===== src/rtl/timer_irq_src.sv =====
// timer_irq_src: memory-mapped down-counting timer that drives one CP0 hwint bit.
// Define TIMER_PRESCALE_EN to add the CTRL[8+PSC_W-1:8] prescaler field.
module timer_irq_src #(
  parameter logic [31:0] PRID_VAL = 32'h17230002,
  parameter int unsigned PSC_W    = 8
) (
  input  logic        clk,
  input  logic        clr_n,
  input  logic [1:0]  a,
  input  logic        we,
  input  logic [31:0] wdbus,
  output logic [31:0] rd,
  output logic        irq
);
  // state | meaning
  // IDLE  | stopped, waiting for CTRL.EN
  // LOAD  | COUNT <= PRESET
  // CNT   | counting down toward zero
  // INT   | terminal count reached; one-shot stops, auto-reload restarts

  typedef enum logic [1:0] {S_IDLE, S_LOAD, S_CNT, S_INT} state_e;

  if (PSC_W < 1 || PSC_W > 24) begin : g_psc_w_check
    $error("PSC_W must fit inside CTRL[31:8]");
  end

  state_e      state_q, state_d;
  logic        en_q, en_d;
  logic [1:0]  mode_q, mode_d;
  logic        im_q, im_d;
  logic [31:0] preset_q, preset_d;
  logic [31:0] count_q, count_d;
  logic        irq_pend_q, irq_pend_d;
  logic        wr_ctrl, wr_preset, tick, pend_set, pend_hw_clr;
  logic [31:0] ctrl_rd;
`ifdef TIMER_PRESCALE_EN
  logic [PSC_W-1:0] psc_q, psc_d, pcnt_q, pcnt_d;
`endif

  always_comb begin
    wr_ctrl     = we && (a == 2'd0);
    wr_preset   = we && (a == 2'd1);
    state_d     = state_q;
    en_d        = en_q;
    mode_d      = mode_q;
    im_d        = im_q;
    preset_d    = preset_q;
    count_d     = count_q;
    pend_set    = 1'b0;
    pend_hw_clr = 1'b0;
    tick        = 1'b1;
`ifdef TIMER_PRESCALE_EN
    psc_d  = psc_q;
    pcnt_d = '0;
    tick   = (pcnt_q == psc_q);
    if (state_q == S_CNT && en_q && !tick)
      pcnt_d = pcnt_q + {{(PSC_W-1){1'b0}}, 1'b1};
`endif

    case (state_q)
      S_IDLE: if (en_q) state_d = S_LOAD;
      S_LOAD: begin
        if (en_q) begin
          count_d = preset_q;
          state_d = S_CNT;
        end else begin
          state_d = S_IDLE;
        end
      end
      S_CNT: begin
        if (!en_q) begin
          state_d = S_IDLE;
        end else if (tick) begin
          if (count_q > 32'd1) begin
            count_d = count_q - 32'd1;
          end else begin
            count_d  = 32'd0;
            pend_set = 1'b1;
            state_d  = S_INT;
          end
        end
      end
      S_INT: begin
        if (mode_q == 2'd1) begin
          pend_hw_clr = 1'b1;
          state_d     = S_LOAD;
        end else begin
          en_d    = 1'b0;
          state_d = S_IDLE;
        end
      end
      default: state_d = S_IDLE;
    endcase

    // Software CTRL writes override the hardware EN clear in INT.
    if (wr_ctrl) begin
      en_d   = wdbus[0];
      mode_d = wdbus[2:1];
      im_d   = wdbus[3];
`ifdef TIMER_PRESCALE_EN
      psc_d  = wdbus[8 +: PSC_W];
`endif
    end
    if (wr_preset) preset_d = wdbus;

    if (pend_set)                                   irq_pend_d = 1'b1;
    else if (wr_ctrl || wr_preset || pend_hw_clr)   irq_pend_d = 1'b0;
    else                                            irq_pend_d = irq_pend_q;
  end

  always_ff @(posedge clk or negedge clr_n) begin
    if (!clr_n) begin
      state_q    <= S_IDLE;
      en_q       <= 1'b0;
      mode_q     <= 2'd0;
      im_q       <= 1'b0;
      preset_q   <= 32'd0;
      count_q    <= 32'd0;
      irq_pend_q <= 1'b0;
`ifdef TIMER_PRESCALE_EN
      psc_q      <= '0;
      pcnt_q     <= '0;
`endif
    end else begin
      state_q    <= state_d;
      en_q       <= en_d;
      mode_q     <= mode_d;
      im_q       <= im_d;
      preset_q   <= preset_d;
      count_q    <= count_d;
      irq_pend_q <= irq_pend_d;
`ifdef TIMER_PRESCALE_EN
      psc_q      <= psc_d;
      pcnt_q     <= pcnt_d;
`endif
    end
  end

  always_comb begin
    ctrl_rd      = 32'd0;
    ctrl_rd[0]   = en_q;
    ctrl_rd[2:1] = mode_q;
    ctrl_rd[3]   = im_q;
`ifdef TIMER_PRESCALE_EN
    ctrl_rd[8 +: PSC_W] = psc_q;
`endif
    case (a)
      2'd0:    rd = ctrl_rd;
      2'd1:    rd = preset_q;
      2'd2:    rd = count_q;
      default: rd = PRID_VAL;
    endcase
  end

  assign irq = irq_pend_q & im_q;

endmodule


===== config.mk =====
export PLATFORM = sky130hd
export DESIGN_NAME = timer_irq_src
export DESIGN_NICKNAME = d
export VERILOG_FILES = /design/src/rtl/timer_irq_src.sv
export SDC_FILE = /design/constraint.sdc
export NUM_CORES = 1
export LEC_CHECK = 0
export CAP_MARGIN = 20
export CELL_PAD_IN_SITES_DETAIL_PLACEMENT = 0
export CELL_PAD_IN_SITES_GLOBAL_PLACEMENT = 1
export CORE_AREA = 3 3 110 112
export DETAILED_ROUTE_END_ITERATION = 6
export DIE_AREA = 0 0 113 115
export PLACE_DENSITY = 0.84
export REMOVE_ABC_BUFFERS = 1
export SLEW_MARGIN = 15
export SYNTH_ARGS = -nofsm -noshare
export SYNTH_HDL_FRONTEND = slang
export SYNTH_SLANG_ARGS = --single-unit

===== constraint.sdc =====
create_clock -name clk -period 2.4 [get_ports clk]
set_input_delay 0.36 -clock clk [delete_from_list [all_inputs] [get_ports clk]]
set_output_delay 0.36 -clock clk [all_outputs]
set_load 0.02 [all_outputs]

==> flow_summary.yaml <==
timing:
  hold_violations: 0
  fmax_ghz: 0.434
  relSlewSlack: 0.571
  finalMaxSlewViolations: 0
  finalCriticalPeriod_ns: 2.31
  fin_crit_sh: 0.961
  finClkSkew_ns: 0.00720
  holdWs_ns: 0.0470
  worstMarginPinSlew_ns: 0.643
  rsz0062_at_grt: "yes"
  setup_viol: 0
  fin_ws_ns: 0.0943
clocking:
  clk_pin_slew_ns: 0.06
  clock_sinks: 71
  numCtsBuffers: 9
  cts_tree: "yes"
  clock_tree.root_cell: "clkbuf_16"
  postCtsHoldBufs: 0
  htree_levels: 3
  clk_path_buf_depth: 2
  clk_latency_ns: 0.33
grt:
  grtUsageTotal: 0.198
  grt_first_pass_wirelength_um: 20600
  grt_start_max_net_pins: 36
  grt_pass1_vias: 3924
  antenna_found_initial: 0
  overflow: 0
final_layout:
  fin_util: 0.497
  diodes: 0
  multi_input_area_um2: 2170
  area_growth_pct: 37.7
  regArea_um2: 1780
  nNetsFinal: 569
  drive_gt1_frac: 0.241
  num-fill-cells: 1061
setup_path:
  worst-path-max-fanout: 10
  worstPathCellList: "or4_4 -> nor4_4 -> nand3_4 -> o21ai_4 -> buf_4 -> o21ai_0 -> a22o_1"
  crit_path_end_kind: "flop"
  start_kind: "flop"
  critPathSlowestCell: "or4_4"
  crit_arrival_ns: 2.53
  required_ns: 2.62
  critical_path_class: "flop to flop"
  max_stage_delay_ns: 0.55
power_and_ir_drop:
  switching_share: 0.384
  seq_power_share: 0.347
  p_int_mw: 3.56
  p_per_area_nw_per_um2: 1030
  power_mw: 5.78
  ir_worst_vdd_v: 0.000398
  leakage_nw: 2.45
  switching_power_mw: 2.22
  p_comb_frac: 0.423
  clock_power_share: 0.230
place:
  dp_slack_ns: -0.0849
  hpwl_um: 9120
  gp_congestion: 0.902
  portBuffers: 69
floorplanning:
  initial_utilization: 0.361
  rows: 39
  pin_count: 70
  coreArea_um2: 11300
  die_h_um: 115
  dieWidth_um: 113
  die_area_um2: 13000
synth:
  synth_area_leaders: "dfrtp_1, mux2_2, a22o_1, nor2_1, o21ai_0"
  synth_flop_cell: "dfrtp_1"
  synth_top_area_share: 0.435
  synth_most_common_cell: "dfrtp_1"
  syn_avg_cell_area_um2: 9.70
  synth_cells: 421
  yosysTopAreaCell: "dfrtp_1"
  syn_area_um2: 4080
  synth_edf_count: 0
  synthArstFlopShare: 1.00
  yosysWarnings: 0
  synth_cell_type_count: 57
  ys_ff_latch: 71
  ys_seq_area_frac: 0.435
  yosys-top-cells-count: "dfrtp_1, nor2_1, mux2_2"
route:
  drc: 0
  ant_nets: 0
  vias_per_cell: 5.60
  totalWireLength_um: 12300
  drt_pass1_iterations: 5
  drtIter0Drc: 224
  via_count: 3794
  routedWlPerCell_um: 18.2
min_path:
  worstHoldPathType: "input pin to async pin"
run:
  drv_cap: 0
status:
  outcome: "completed"
-- cell usage in the layout, fill, tap and decap left out, types with 20 or more instances in the layout --
master and count:
dfrtp_1 71, buf_4 49, nor2_1 43, clkdlybuf4s50_1 43, mux2_2 35, a22o_1 31
nand2_1 30, o21ai_0 27, dlygate4sd2_1 23, a21oi_1 20
-- worst max-delay path, delay by kind of cell (launching register included) --
family | cells | cell delay, ns
compound gates | 3 | 0.58
buf+inv | 1 | 0.23
flops | 1 | 0.45
simple gates | 3 | 0.94
-- kinds of logic (layout without fill, tap and decap cells) --
logic type	after synthesis	after routing	synth area share
and+or+nand+nor	141	141	0.181
AOI/OAI and AO/OA	130	130	0.229
adders and majority gates	2	2	0.00613
DFF	71	71	0.435
muxes	40	40	0.109
buffers and inverters	37	151	0.0398
-- path summary, 6_finish.rpt --
path | from | end | slack (ns) | cells after the start
setup / recovery | count_q[21]$_DFFE_PN0P_ | count_q[13]$_DFFE_PN0P_ | 0.09 | 7
hold / removal | clr_n | preset_q[27]$_DFFE_PN0P_ | 0.05 | 1
setup reg to reg | count_q[21]$_DFFE_PN0P_ | count_q[13]$_DFFE_PN0P_ | 0.09 | 7
hold reg to reg | preset_q[1]$_DFFE_PN0P_ | preset_q[1]$_DFFE_PN0P_ | 0.51 | 1
max in group asynchronous | clr_n | irq_pend_q$_DFFE_PN0P_ | 1.70 | 2
min in group clk | preset_q[1]$_DFFE_PN0P_ | preset_q[1]$_DFFE_PN0P_ | 0.51 | 1
-- layer usage --
layer  vias to the layer above  track usage  share of wire
li1                       1803            -              -
met1                      1871        0.272           0.46
met2                       111        0.323           0.47
met3                         9       0.0295          0.055
met4                         0       0.0617         0.0087
met5                         -            0              0
-- state kept, by name, summed over array words and instances (netlist names) --
signal	count
en_q	1
irq_pend_q	1
state_q	2
im_q	1
preset_q	32
mode_q	2
count_q	32
-- layout make-up --
class / instances / share of cell area
inverter: 10 / 0.00668
clock inverter: 7 / 0.0131
tap: 143 / 0.0318
multi-input combinational: 313 / 0.386
sequential: 71 / 0.316
clock buffer: 9 / 0.0401
timing repair buffer: 125 / 0.206
-- stage by stage --
stage	setup TNS (ns)	instances	instance area, um^2
final	0	678	5620
after global routing	-0.00952	678	5620
after CTS	-0.0248	678	5600
after detailed placement	-1.64	662	5320
after global placement	-1.35	662	5320
after floorplan	-23.77	394	3960
-- power groups by stage --
stage          registers [mW]  logic, mW  clock network (mW)
6_report                 2.00       2.45                1.33
5_1_grt                  2.07       2.70                1.40
4_1_cts                  1.99       2.42                1.35
3_5_place_dp             2.01       2.46                   0
3_3_place_gp             1.99       2.41                   0
2_1_floorplan            1.96       1.36                   0
-- what timing repair did --
action	in CTS	in global routing
setup buffers	0	0
resized for setup	25	8
setup endpoints to repair	24	5
pin swaps	0	1
(Power assumes the default switching activity.)
